==> config.mk <==
export PLATFORM = sky130hd
export DESIGN_NAME = pong_match_ctrl_flat
export DESIGN_NICKNAME = d
export VERILOG_FILES = /design/src/rtl/pong_pkg.sv /design/src/rtl/pong_match_ctrl_if.sv /design/src/rtl/tick_gen.sv /design/src/rtl/pong_match_ctrl.sv /design/src/flat_wrapper.sv
export SDC_FILE = /design/constraint.sdc
export NUM_CORES = 1
export LEC_CHECK = 0
export ABC_AREA = 1
export CORE_UTILIZATION = 40
export DETAILED_ROUTE_END_ITERATION = 7
export HOLD_SLACK_MARGIN = 0.06
export PLACE_DENSITY_LB_ADDON = 0.12
export SLEW_MARGIN = 25
export SYNTH_ARGS = -nofsm -noshare
export SYNTH_HDL_FRONTEND = slang
export SYNTH_HIERARCHICAL = 1
export SYNTH_SLANG_ARGS = --single-unit
==> constraint.sdc <==
create_clock -name clk -period 4.3 [get_ports clk]
set_input_delay 1.29 -clock clk [delete_from_list [all_inputs] [get_ports clk]]
set_output_delay 1.29 -clock clk [all_outputs]
set_load 0.01 [all_outputs]
==> src/rtl/pong_pkg.sv <==
// Shared encodings for the pong match sequencer
// and the display blocks that read its state.
package pong_pkg;

  localparam int STATE_W       = 3;
  localparam int WINNER_W      = 2;
  localparam int DELAY_W       = 8;
  localparam int SCORE_W_DEF   = 4;
  localparam int WIN_SCORE_DEF = 7;

  typedef enum logic [STATE_W-1:0] {
    ST_IDLE   = 3'd0,
    ST_SERVE  = 3'd1,
    ST_PLAY   = 3'd2,
    ST_PAUSE  = 3'd3,
    ST_SCORED = 3'd4,
    ST_OVER   = 3'd5
  } state_e;

  localparam logic [WINNER_W-1:0] WIN_NONE = 2'b00;
  localparam logic [WINNER_W-1:0] WIN_P1   = 2'b01;
  localparam logic [WINNER_W-1:0] WIN_P2   = 2'b10;

  function automatic logic ball_held(state_e s);
    return !(s == ST_PLAY || s == ST_PAUSE);
  endfunction

endpackage

==> src/rtl/pong_match_ctrl_if.sv <==
// Buttons, ball datapath flags and score/state
// outputs of the match sequencer.
interface pong_match_ctrl_if
  import pong_pkg::*;
#(
  parameter int SCORE_W = SCORE_W_DEF
);

  logic                start_btn;
  logic                pause_btn;
  logic                point_1;
  logic                point_2;
  logic                ball_rst;
  logic                ball_step;
  logic [SCORE_W-1:0]  score_1;
  logic [SCORE_W-1:0]  score_2;
  logic [WINNER_W-1:0] winner;
  logic [STATE_W-1:0]  state;

  modport master (
    input  start_btn,
    input  pause_btn,
    input  point_1,
    input  point_2,
    output ball_rst,
    output ball_step,
    output score_1,
    output score_2,
    output winner,
    output state
  );

  modport slave (
    output start_btn,
    output pause_btn,
    output point_1,
    output point_2,
    input  ball_rst,
    input  ball_step,
    input  score_1,
    input  score_2,
    input  winner,
    input  state
  );

endinterface

==> src/rtl/tick_gen.sv <==
// Prescaler: counts 0..TICK_DIV-1 while enabled,
// tick_o is high in the cycle the count wraps.
module tick_gen #(
  parameter int TICK_DIV = 250000
) (
  input  logic clk,
  input  logic reset,
  input  logic en_i,
  input  logic clr_i,
  output logic tick_o
);

  localparam int CW =
    (TICK_DIV > 1) ? $clog2(TICK_DIV) : 1;
  localparam logic [CW-1:0] LAST = CW'(TICK_DIV - 1);

  logic [CW-1:0] cnt_q, cnt_d;
  logic          wrap;

  assign wrap   = (cnt_q == LAST);
  assign tick_o = en_i & wrap;

  always_comb begin
    cnt_d = cnt_q;
    if (clr_i)
      cnt_d = '0;
    else if (en_i)
      cnt_d = wrap ? '0 : cnt_q + CW'(1);
  end

  always_ff @(posedge clk) begin
    if (reset) cnt_q <= '0;
    else       cnt_q <= cnt_d;
  end

endmodule

==> src/rtl/pong_match_ctrl.sv <==
// Pong match sequencer: serve delay, play pacing,
// scoring, pause and game-over.
module pong_match_ctrl
  import pong_pkg::*;
#(
  parameter int TICK_DIV    = 250000,
  parameter int SERVE_DELAY = 100,
  parameter int WIN_SCORE   = WIN_SCORE_DEF,
  parameter int SCORE_W     = SCORE_W_DEF
) (
  input  logic clk,
  input  logic reset,
  pong_match_ctrl_if.master bus
);

  localparam logic [DELAY_W-1:0] SERVE_LAST =
    DELAY_W'(SERVE_DELAY - 1);
  localparam logic [SCORE_W-1:0] WIN_S =
    SCORE_W'(WIN_SCORE);

  state_e              state_q, state_d;
  logic                ball_rst_q, ball_rst_d;
  logic                ball_step_q, ball_step_d;
  logic [SCORE_W-1:0]  score_1_q, score_1_d;
  logic [SCORE_W-1:0]  score_2_q, score_2_d;
  logic [WINNER_W-1:0] winner_q, winner_d;
  logic [DELAY_W-1:0]  delay_q, delay_d;
  logic                start_prev_q, pause_prev_q;

  logic start_e, pause_e;
  logic tick, tick_en, tick_clr;

  assign start_e = bus.start_btn & ~start_prev_q;
  assign pause_e = bus.pause_btn & ~pause_prev_q;

  // Frozen (neither enabled nor cleared) in PAUSE.
  assign tick_en  = (state_q == ST_SERVE) ||
                    (state_q == ST_PLAY);
  assign tick_clr = (state_q == ST_IDLE) ||
                    (state_q == ST_SCORED) ||
                    (state_q == ST_OVER);

  tick_gen #(
    .TICK_DIV (TICK_DIV)
  ) u_tick (
    .clk    (clk),
    .reset  (reset),
    .en_i   (tick_en),
    .clr_i  (tick_clr),
    .tick_o (tick)
  );

  always_comb begin
    state_d   = state_q;
    score_1_d = score_1_q;
    score_2_d = score_2_q;
    winner_d  = winner_q;
    delay_d   = delay_q;
    unique case (state_q)
      ST_IDLE, ST_OVER: begin
        if (start_e) begin
          score_1_d = '0;
          score_2_d = '0;
          winner_d  = WIN_NONE;
          delay_d   = '0;
          state_d   = ST_SERVE;
        end
      end
      ST_SERVE: begin
        if (tick) begin
          if (delay_q == SERVE_LAST)
            state_d = ST_PLAY;
          else
            delay_d = delay_q + DELAY_W'(1);
        end
      end
      ST_PLAY: begin
        if (bus.point_1) begin
          score_1_d = score_1_q + SCORE_W'(1);
          state_d   = ST_SCORED;
        end else if (bus.point_2) begin
          score_2_d = score_2_q + SCORE_W'(1);
          state_d   = ST_SCORED;
        end else if (pause_e) begin
          state_d = ST_PAUSE;
        end
      end
      ST_PAUSE: begin
        if (pause_e) state_d = ST_PLAY;
      end
      ST_SCORED: begin
        if (score_1_q == WIN_S) begin
          winner_d = WIN_P1;
          state_d  = ST_OVER;
        end else if (score_2_q == WIN_S) begin
          winner_d = WIN_P2;
          state_d  = ST_OVER;
        end else begin
          delay_d = '0;
          state_d = ST_SERVE;
        end
      end
      default: state_d = ST_IDLE;
    endcase
    // Registered off the next state so both outputs
    // switch together with the state code.
    ball_rst_d  = ball_held(state_d);
    ball_step_d = tick &&
                  (state_q == ST_PLAY) &&
                  (state_d == ST_PLAY);
  end

  always_ff @(posedge clk) begin
    if (reset) begin
      state_q      <= ST_IDLE;
      ball_rst_q   <= 1'b1;
      ball_step_q  <= 1'b0;
      score_1_q    <= '0;
      score_2_q    <= '0;
      winner_q     <= WIN_NONE;
      delay_q      <= '0;
      start_prev_q <= 1'b0;
      pause_prev_q <= 1'b0;
    end else begin
      state_q      <= state_d;
      ball_rst_q   <= ball_rst_d;
      ball_step_q  <= ball_step_d;
      score_1_q    <= score_1_d;
      score_2_q    <= score_2_d;
      winner_q     <= winner_d;
      delay_q      <= delay_d;
      start_prev_q <= bus.start_btn;
      pause_prev_q <= bus.pause_btn;
    end
  end

  assign bus.state     = state_q;
  assign bus.ball_rst  = ball_rst_q;
  assign bus.ball_step = ball_step_q;
  assign bus.score_1   = score_1_q;
  assign bus.score_2   = score_2_q;
  assign bus.winner    = winner_q;

endmodule

==> src/flat_wrapper.sv <==
// flat-port wrapper written by rule: the top's interface ports become plain ports
module pong_match_ctrl_flat import pong_pkg::*;
#(
  parameter int TICK_DIV    = 250000,
  parameter int SERVE_DELAY = 100,
  parameter int WIN_SCORE   = WIN_SCORE_DEF,
  parameter int SCORE_W     = SCORE_W_DEF
)
  (clk, reset, bus_start_btn, bus_pause_btn, bus_point_1, bus_point_2, bus_ball_rst, bus_ball_step, bus_score_1, bus_score_2, bus_winner, bus_state);
  pong_match_ctrl_if #(.SCORE_W(SCORE_W)) bus_i ();
  input  logic clk;
  input  logic reset;
  input wire logic [$bits(bus_i.start_btn)-1:0] bus_start_btn;
  input wire logic [$bits(bus_i.pause_btn)-1:0] bus_pause_btn;
  input wire logic [$bits(bus_i.point_1)-1:0] bus_point_1;
  input wire logic [$bits(bus_i.point_2)-1:0] bus_point_2;
  output wire logic [$bits(bus_i.ball_rst)-1:0] bus_ball_rst;
  output wire logic [$bits(bus_i.ball_step)-1:0] bus_ball_step;
  output wire logic [$bits(bus_i.score_1)-1:0] bus_score_1;
  output wire logic [$bits(bus_i.score_2)-1:0] bus_score_2;
  output wire logic [$bits(bus_i.winner)-1:0] bus_winner;
  output wire logic [$bits(bus_i.state)-1:0] bus_state;
  assign bus_i.start_btn = bus_start_btn;
  assign bus_i.pause_btn = bus_pause_btn;
  assign bus_i.point_1 = bus_point_1;
  assign bus_i.point_2 = bus_point_2;
  assign bus_ball_rst = bus_i.ball_rst;
  assign bus_ball_step = bus_i.ball_step;
  assign bus_score_1 = bus_i.score_1;
  assign bus_score_2 = bus_i.score_2;
  assign bus_winner = bus_i.winner;
  assign bus_state = bus_i.state;
  pong_match_ctrl #(.TICK_DIV(TICK_DIV), .SERVE_DELAY(SERVE_DELAY), .WIN_SCORE(WIN_SCORE), .SCORE_W(SCORE_W)) u_core (.clk(clk), .reset(reset), .bus(bus_i));
endmodule
==> results.toml <==
[run_status]
status = "finished, final reports clean"

[die]
start_util = 0.4244
io_pins = 21
die_area_sq_um = 6262
die_h_um = 79.13
floorplan.rows = 27
core_sq_um = 5608
die_w_um = 79.13

[critical_path]
arrival_ps = 2950
crit_path_max_fanout = 9
crit_path_start_kind = "flip-flop"
required_ps = 4520
worstSetupPathType = "flip-flop to flip-flop"
critPathCaptureType = "flip-flop"

[timing]
rsz0062_at_grt = "false"
final.setup.tns_ps = 0
clock_skew_ps = 8.430
holdWs_ps = 489.2
worst_pin_slew_ps = 372.0
finalHoldViolCount = 0
slew_viol_final = 0
max_freq_mhz = 367.3
period_needed_ps = 2723
relSlewSlack = 0.7514
min_period_over_period = 0.6332
setup_viol = 0

[yosys]
ys_types = 33
syn_avg_cell_area_sq_um = 6.723
syn_area_sq_um = 2380
synth_nets = 364
synth_warnings = 6
synth_ff_type = "dfxtp_1"
yosysSeqAreaShare = 0.3617
synth_edf_count = 0
synth-async-reset-ratio = 0
synth.ff_latch_count = 43
postSynthCellCount = 354

[flow_run]
maxCapViolations = 0

[route]
vias = 2212
drcViolationCount = 0
finalWirelength_um = 5185
viasPerCell = 4.905
wl_per_cell_um = 11.50
antenna_left = 0
drtIter0Drc = 153
first_pass_iters = 5

[cts]
h-tree-depth = 2
clk_pin_slew_worst_paths_ps = 80
clkLatencyLatePin_ps = 300
clk_path_buf_depth = 2
numCtsBuffers = 5
hold_buffers = 0
cts_tree = "built"
cts_root_buf = "clkbuf_8"
cts_sinks = 43
post_cts_buffers = 0
cts_resized = 0

[grt]
grt_use_total = 0.1785
antenna_found_initial = 0
grt_pass1_vias = 1975
grt_pass1_wl_um = 8687
grt_max_degree = 19
grt_overflow = 0

[pwr]
p_leak_nw = 1.038
power.total_mw = 0.7269
irDropWorstVdd_v = 0.0001422
p_per_area_nw_per_um2 = 265.4

[layout]
drive_gt1_frac = 0.1003
diodes = 0
seq_area_sq_um = 860.8
fillCellCount = 600
final_nets = 389
final_cell_mix = "85 x nand2_1, 55 x nor2_1, 43 x dfxtp_1"
layout_commonest_cell = "nand2_1"
area_growth_pct = 15.09
multiInputGateArea_sq_um = 1313

[placement]
place_congestion = 0.8703
dp_hpwl_um = 3864
portBuffers = 20

[min_path]
hold_class = "flip-flop to flip-flop"
cells by family after synthesis:
logic type,after synthesis,synth area share
adder cells (fa/ha/maj),4,0.02103
flip-flops,43,0.3617
multiplexers,1,0.004206
AND/OR/NAND/NOR,204,0.4043
buffers and inverters,51,0.08675
AO/OA/AOI/OAI,45,0.09990
XOR/XNOR,6,0.02208
final timing paths:
check | from | endpoint | slack [ps] | depth (start not counted)
hold / removal | u_core/u_tick/cnt_q[0]$_SDFFE_PP0P_ | u_core/u_tick/cnt_q[0]$_SDFFE_PP0P_ | 490 | 2
hold reg to reg | u_core/u_tick/cnt_q[0]$_SDFFE_PP0P_ | u_core/u_tick/cnt_q[0]$_SDFFE_PP0P_ | 490 | 2
setup / recovery | u_core/bus.state[0]$_SDFF_PP0_ | u_core/delay_q[3]$_SDFFE_PP0P_ | 1580 | 14
setup reg to reg | u_core/bus.state[0]$_SDFF_PP0_ | u_core/delay_q[3]$_SDFFE_PP0P_ | 1580 | 14
critical path, cell delays in order (launching register included):
cell     delay [ps]
dfxtp_1         440
nand2_1         140
nor2_2          190
inv_1           180
nand2_1         330
nand4_1         150
nor2_1          130
nand3_1         140
inv_1           100
inv_1            60
a21oi_1         240
nand2_4         140
nor2_8          170
nand2_1          60
a21oi_1         160
per-layer routing:
layer  wire length, um  global-route usage  share of wire  up-vias
met5                 0                   0              0        -
met1              2541              0.2256           0.49      983
met4                88             0.07091          0.017        0
li1                  -                   -              -     1175
met2              2314              0.2922           0.45       46
met3               241             0.04023          0.046        8
area by class of cell:
cell class                      instances  area share
Clock inverter                          1    0.001827
Inverter                               48     0.06578
Timing Repair Buffer                   21     0.07583
Multi-Input combinational cell        260      0.4792
Sequential cell                        43      0.3143
Tap cell                               72     0.03289
Clock buffer                            6     0.03015
synth_stat cells, types with 2 or more instances:
cell      number  share of area
a21oi_1       23          0.048
o21bai_1       2         0.0063
o22ai_1        2         0.0053
buf_4          2         0.0063
nand2_1       85           0.13
nor2_2         6          0.016
nor3b_1        3         0.0095
o21ai_0       14          0.029
nand2_4        3          0.014
nand3_1       26          0.055
xnor2_1        2         0.0074
and3_1         2         0.0053
inv_2          7          0.011
nand4_1        3         0.0079
ha_1           4          0.021
xor2_1         4          0.015
nor2_4         5          0.024
nor3_1         4         0.0084
dfxtp_1       43           0.36
o21ai_1        2         0.0042
nand2_2        3         0.0079
nor2_1        55          0.087
nand3_2        4          0.017
inv_1         41          0.065
through the flow:
stage / area [sq um] / setup WS, ps / std cells / util
2_1_floorplan: 2380 / 2078 / 354 / -
3_3_place_gp: 2651 / 1642 / 444 / 0.4728
3_5_place_dp: 2651 / 1654 / 444 / 0.4728
4_1_cts: 2739 / 1608 / 451 / 0.4884
5_1_grt: 2739 / 1275 / 451 / 0.4884
6_report: 2739 / 1577 / 451 / 0.4884
state kept, by name, indices dropped and copies added (netlist names):
| name | count |
|---|---|
| u_core/bus.ball_rst | 1 |
| u_core/bus.ball_step | 1 |
| u_core/bus.score_1 | 4 |
| u_core/bus.score_2 | 4 |
| u_core/bus.state | 3 |
| u_core/bus.winner | 2 |
| u_core/delay_q | 8 |
| u_core/pause_prev_q | 1 |
| u_core/start_prev_q | 1 |
| u_core/u_tick/cnt_q | 18 |
power breakdown:
group          internal, mW  switching, mW
Sequential            0.401        0.00326
Clock                 0.126          0.137
Combinational        0.0206         0.0386
No activity file was read; power rests on OpenSTA's default activity.
